$ cat src/rtl/vid_pkg.sv
// Shared types and constants for the video frame checker.
// Optional CRC comparison is enabled by VID_FRAME_CHECKER_CRC_CMP_EN (see vid_frame_checker.sv).
package vid_pkg;

  localparam int          H_ACTIVE_DEF = 640;
  localparam int          V_ACTIVE_DEF = 480;
  localparam logic [15:0] CRC16_POLY   = 16'h1021;
  localparam logic [15:0] CRC16_INIT   = 16'hFFFF;

  typedef enum logic {
    IDLE  = 1'b0,
    FRAME = 1'b1
  } state_t;

  typedef struct packed {
    logic [2:0] r;
    logic [2:0] g;
    logic [2:0] b;
  } rgb333_t;

  function automatic logic [9:0] sat_inc10(input logic [9:0] v);
    return (v == 10'h3FF) ? v : v + 10'd1;
  endfunction

endpackage

$ cat src/rtl/crc16_sym9.sv
// Combinational CRC-16 (poly 0x1021, no reflection) advanced by one 9-bit symbol, MSB first.
module crc16_sym9
  import vid_pkg::*;
(
  input  logic [15:0] crc_in,
  input  logic [8:0]  sym,
  output logic [15:0] crc_out
);

  logic [15:0] c;

  always_comb begin
    c = crc_in;
    for (int unsigned i = 0; i < 9; i++) begin
      if (c[15] ^ sym[4'(8 - i)]) begin
        c = {c[14:0], 1'b0} ^ CRC16_POLY;
      end else begin
        c = {c[14:0], 1'b0};
      end
    end
    crc_out = c;
  end

endmodule

$ cat config.mk
export PLATFORM = sky130hd
export DESIGN_NAME = crc16_sym9
export DESIGN_NICKNAME = d
export VERILOG_FILES = /design/src/rtl/vid_pkg.sv /design/src/rtl/crc16_sym9.sv
export SDC_FILE = /design/constraint.sdc
export NUM_CORES = 1
export LEC_CHECK = 0
export CORE_AREA = 2 2 39 41
export DETAILED_ROUTE_END_ITERATION = 16
export DIE_AREA = 0 0 41 43
export PLACE_DENSITY = 0.8
export RECOVER_POWER = 50
export SYNTH_ARGS = -nofsm -noshare
export SYNTH_HDL_FRONTEND = slang
export SYNTH_SLANG_ARGS = --single-unit
$ cat constraint.sdc
create_clock -name vclk -period 2
set_input_delay 0.4 -clock vclk [all_inputs]
set_output_delay 0.4 -clock vclk [all_outputs]
set_load 0.01 [all_outputs]
==> flow_summary.toml, run 1 <==
[synth]
yosysSeqAreaShare_pct = 0
synth.most_common_cell = "xnor2_1"
synth_top_area_share_pct = 54.1
synthDistinctLibCells = 4
synthesis.nets = 52
ys_top_cells_by_area = "xnor2_1 54%, xor2_1 30%, xnor3_2 9.2%"
synthCells = 27
synth_warnings = 0
netlist.top_cell.by_area = "xnor2_1"
syn_area_um2 = 259
yosys-top-cells-count = "16 x xnor2_1, 9 x xor2_1, 1 x xnor2_2, 1 x xnor3_2"
synth.avg_cell_area_um2 = 9.59

[drt]
detail_route.first_pass.iterations = 2
wire_per_inst_um = 8.94
ant_nets = 0
drc_errors = 0
drt_iter0_markers = 1
wl_um = 858
vias_per_cell = 3.98
vias = 382

[sta]
worstMarginPinSlew_ps = 262
rsz0062_at_grt = "false"
finalCriticalPeriod_ps = 1940
finalHoldViolations = 0
period_share_pct = 97.2
setup_viol = 0
clock.fmax_mhz = 514
slew_viol_final = 0
setup_slack_ps = 55.5
slew_headroom_pct = 82.4

[global_route]
use_met1_pct = 8.92
grt_antenna_before_repair = 0
use_met3_pct = 2.09
track_usage_pct = 9.81
grt_pass1_vias = 358
grt_max_degree = 4
grt_pass1_wl_um = 1290
use_met2_pct = 20.6
overflow = 0
top_usage_layer = "met2"

[min_path]
hold_class = "in -> out"

[die]
die_w_um = 41
rows = 14
die_height_um = 43
num_io_pins = 41
dieArea_mm2 = 0.00176
core-area_mm2 = 0.00138
initial_utilization_pct = 18.7

[power_and_ir_drop]
leakagePower_uw = 0.000412
power_uw = 419
vdd_ir_drop_max_uv = 237
p_per_area_mw_per_mm2 = 534

[final_layout]
nClkBuffers = 0
antennaDiodeCount = 0
utilization_pct = 56.7
fillers = 149
design.seq.count = 0
regArea_um2 = 0
drive_gt1_share_pct = 40.0
nNetsFinal = 107
syn2layout_area_growth_pct = 203

[critical_path]
cpMostUsedCell = "xnor2_2"
cp_data_arrival_time_ps = 1540
crit_slowest_cell = "xnor3_2"
cp-end-kind = "output port"
critPathRequiredTime_ps = 1600
critical_path.top_delay_family = "XOR/XNOR gates"
cp_max_fo = 2
crit_chain = "dlygate4sd2_1, xnor2_2, xnor3_2, buf_6, xnor2_2, buf_2"
critPathBufInv = 3
criticalPathCategory = "in -> out"
slowest_delay_ps = 300
crit_path_start_kind = "primary input"

[placement]
routabilityCongestion = 0.569
preCtsSetupSlack_ps = -662
dpl.hpwl_um = 688
port_buffers = 41

[flow_run]
cap_violations = 0

[run_status]
outcome = "finished clean"

[clock_network]
holdBufCountCts = 0
## power by group
group	leakage, uW	internal [uW]	switching (uW)
logic	0.000412	245	174
registers	0	0	0
clock network	0	0	0
## path summary, 6_finish.rpt
path | startpoint | to | slack [ps] | depth (start not counted)
max | crc_in[11] | crc_out[12] | 60 | 6
min | crc_in[15] | crc_out[8] | 1370 | 5
## placed cells by master, fill, tap and decap left out, types with 2 or more instances in the layout
master and instances:
dlygate4sd2_1 15, buf_2 6, buf_6 2, xnor2_2 7
xor2_1 7, clkbuf_1 3, clkbuf_2 5, clkdlybuf4s50_1 7
buf_4 8, xnor2_1 10, dlymetal6s2s_1 5
## cell families after synthesis
logic type  share of synthesized area, %
XOR/XNOR                             100
## tightest hold or removal path, delay by kind of cell
family,cells,cell delay (ps)
XOR/XNOR,2,190
buffers and inverters,3,380
## per-stage QoR
step | hold slack, ps | TNS, ps | instance area, um^2 | instances
2_1_floorplan | 880 | 0 | 259 | 27
4_1_cts | 1470 | -47.9 | 781 | 96
3_3_place_gp | 1800 | -6550 | 757 | 93
6_report | 1370 | 0 | 785 | 96
5_1_grt | 1400 | 0 | 785 | 96
3_5_place_dp | 1800 | -6790 | 757 | 93
## per-layer routing
metal,share of wire [%],vias up
met3,16,0
met5,0,-
met1,27,170
li1,-,186
met2,58,26
met4,0,0
## final cells by class
type | count | area, um^2 | share of cell area, %
tap | 16 | 20.0 | 2.55
multi-input combinational | 27 | 330 | 42.1
timing repair buffer | 53 | 434 | 55.3
## timing repair
item                       in CTS  in global routing
buffers inserted                3                  0
cloned                          0                  0
pin swaps                      12                  8
setup endpoints to repair      16                 13
resized for setup              64                 17
Power figures use the tool's default switching activity.
==> inputs of run 2 (changes only) <==
Settings changed: CAP_MARGIN set to 25, PLACE_DENSITY 0.8 to 0.83.
Clock period 2 ns to 1.7 ns, I/O delays scaled along.
==> flow_summary.toml, run 2 (same netlist as run 1, synthesis figures left out) <==
[run_status]
outcome = "finished, violations left"
violations = "negative setup slack"

[global_route]
track_usage_pct = 12.9
grt_antenna_before_repair = 0
overflow = 0
grt_max_degree = 4
grt_pass1_vias = 446
grt_pass1_wl_um = 1660

[final_layout]
nClkBuffers = 0
syn2layout_area_growth_pct = 217
drive_gt1_share_pct = 64.3
final_cell_mix = "12 x buf_2, 12 x buf_4, 9 x xnor2_2, 9 x clkbuf_2, 7 x clkdlybuf4s50_1"
utilization_pct = 59.3
multiInputGateArea_um2 = 379
antennaDiodeCount = 0
nNetsFinal = 111
design.seq.count = 0
regArea_um2 = 0
fillers = 137

[die]
die_height_um = 43
num_io_pins = 41
initial_utilization_pct = 18.7
rows = 14
die_w_um = 41
dieArea_mm2 = 0.00176
core-area_mm2 = 0.00138

[critical_path]
endpoint = "crc_out[12]"
cp_data_arrival_time_ps = 1440
critPathRequiredTime_ps = 1360
crit_path_start_kind = "primary input"
crit_chain = "buf_6, xnor2_2, xnor3_2, buf_6, xnor2_2, buf_2"
criticalPathCategory = "in -> out"
crit_slowest_cell = "xnor3_2"
slowest_delay_ps = 470
cp-end-kind = "output port"
critPathBufInv = 3
cp.depth = 6
critical_path.top_delay_family = "XOR/XNOR gates"
startpoint = "crc_in[7]"
cp_max_fo = 2

[sta]
setup_viol = 2
finalHoldViolations = 0
rsz0062_at_grt = "true"
tns_ps = -153
slew_viol_final = 0
clock.fmax_mhz = 563
period_share_pct = 105
slew_headroom_pct = 82.6
setup_slack_ps = -77.3
worstMarginPinSlew_ps = 259
finalCriticalPeriod_ps = 1780

[power_and_ir_drop]
power_uw = 524
vdd_ir_drop_max_uv = 268
leakagePower_uw = 0.000404
p_per_area_mw_per_mm2 = 638

[placement]
preCtsSetupSlack_ps = -850
dpl.hpwl_um = 810
port_buffers = 41
routabilityCongestion = 0.577

[drt]
wl_um = 995
vias = 402
vias_per_cell = 4.02
drt_iter0_markers = 1
ant_nets = 0
wire_per_inst_um = 9.95
drc_errors = 0
detail_route.first_pass.iterations = 2

[min_path]
hold_class = "in -> out"

[flow_run]
cap_violations = 0
-- run 2: cell types whose count changed in the layout (fill, tap and decap cells not counted), sizes merged --
| cell | delta |
|---|---|
| buf | +13 |
| dlymetal6s2s | -5 |
| clkbuf | +4 |
| clkdlybuf4s15 | +5 |
| dlygate4sd2 | -13 |
-- run 2: cell type report --
type,instances,share of cell area (%)
multi-input cells,27,46.2
well taps,16,2.44
repair buffers,57,51.4
-- run 2: worst min-delay path by stage --
| stage | end | slack [ps] | cells past startpoint | from |
|---|---|---|---|---|
| 6_report | crc_out[8] | 1240 | 5 | crc_in[15] |
| 5_1_grt | crc_out[8] | 1280 | 5 | crc_in[15] |
| 4_1_cts | crc_out[8] | 1280 | 6 | crc_in[15] |
| 3_5_place_dp | crc_out[15] | 1690 | 3 | crc_in[6] |
| 3_3_place_gp | crc_out[9] | 1680 | 3 | crc_in[0] |
| 2_1_floorplan | crc_out[14] | 760 | 1 | crc_in[5] |
-- run 2: per-stage QoR --
| stage | cell area (um^2) | hold slack, ps | cells |
|---|---|---|---|
| 6_report | 821 | 1240 | 100 |
| 5_1_grt | 821 | 1280 | 100 |
| 4_1_cts | 822 | 1280 | 100 |
| 3_5_place_dp | 757 | 1690 | 92 |
| 3_3_place_gp | 757 | 1680 | 92 |
| 2_1_floorplan | 267 | 760 | 27 |
-- run 2: routing by layer --
layer  vias up  GRT usage (%)  share of wire [%]
li1        195              -                  -
met1       186           12.7                 27
met2        21           27.5                 62
met3         0          0.524                 11
met4         0              0                  0
met5         -              0                  0
-- run 2: timing repair --
action | 4_1_cts | 5_1_grt
gates cloned | 0 | 0
endpoints found under the setup margin | 16 | 14
setup buffers | 9 | 1
resized for setup | 101 | 27
pin swaps | 16 | 17
hold buffers | 0 | 0
-- run 2: power by group --
group / internal (uW) / switching, uW / leakage (uW)
Clock: 0 / 0 / 0
Sequential: 0 / 0 / 0
Combinational: 308 / 216 / 0.000404
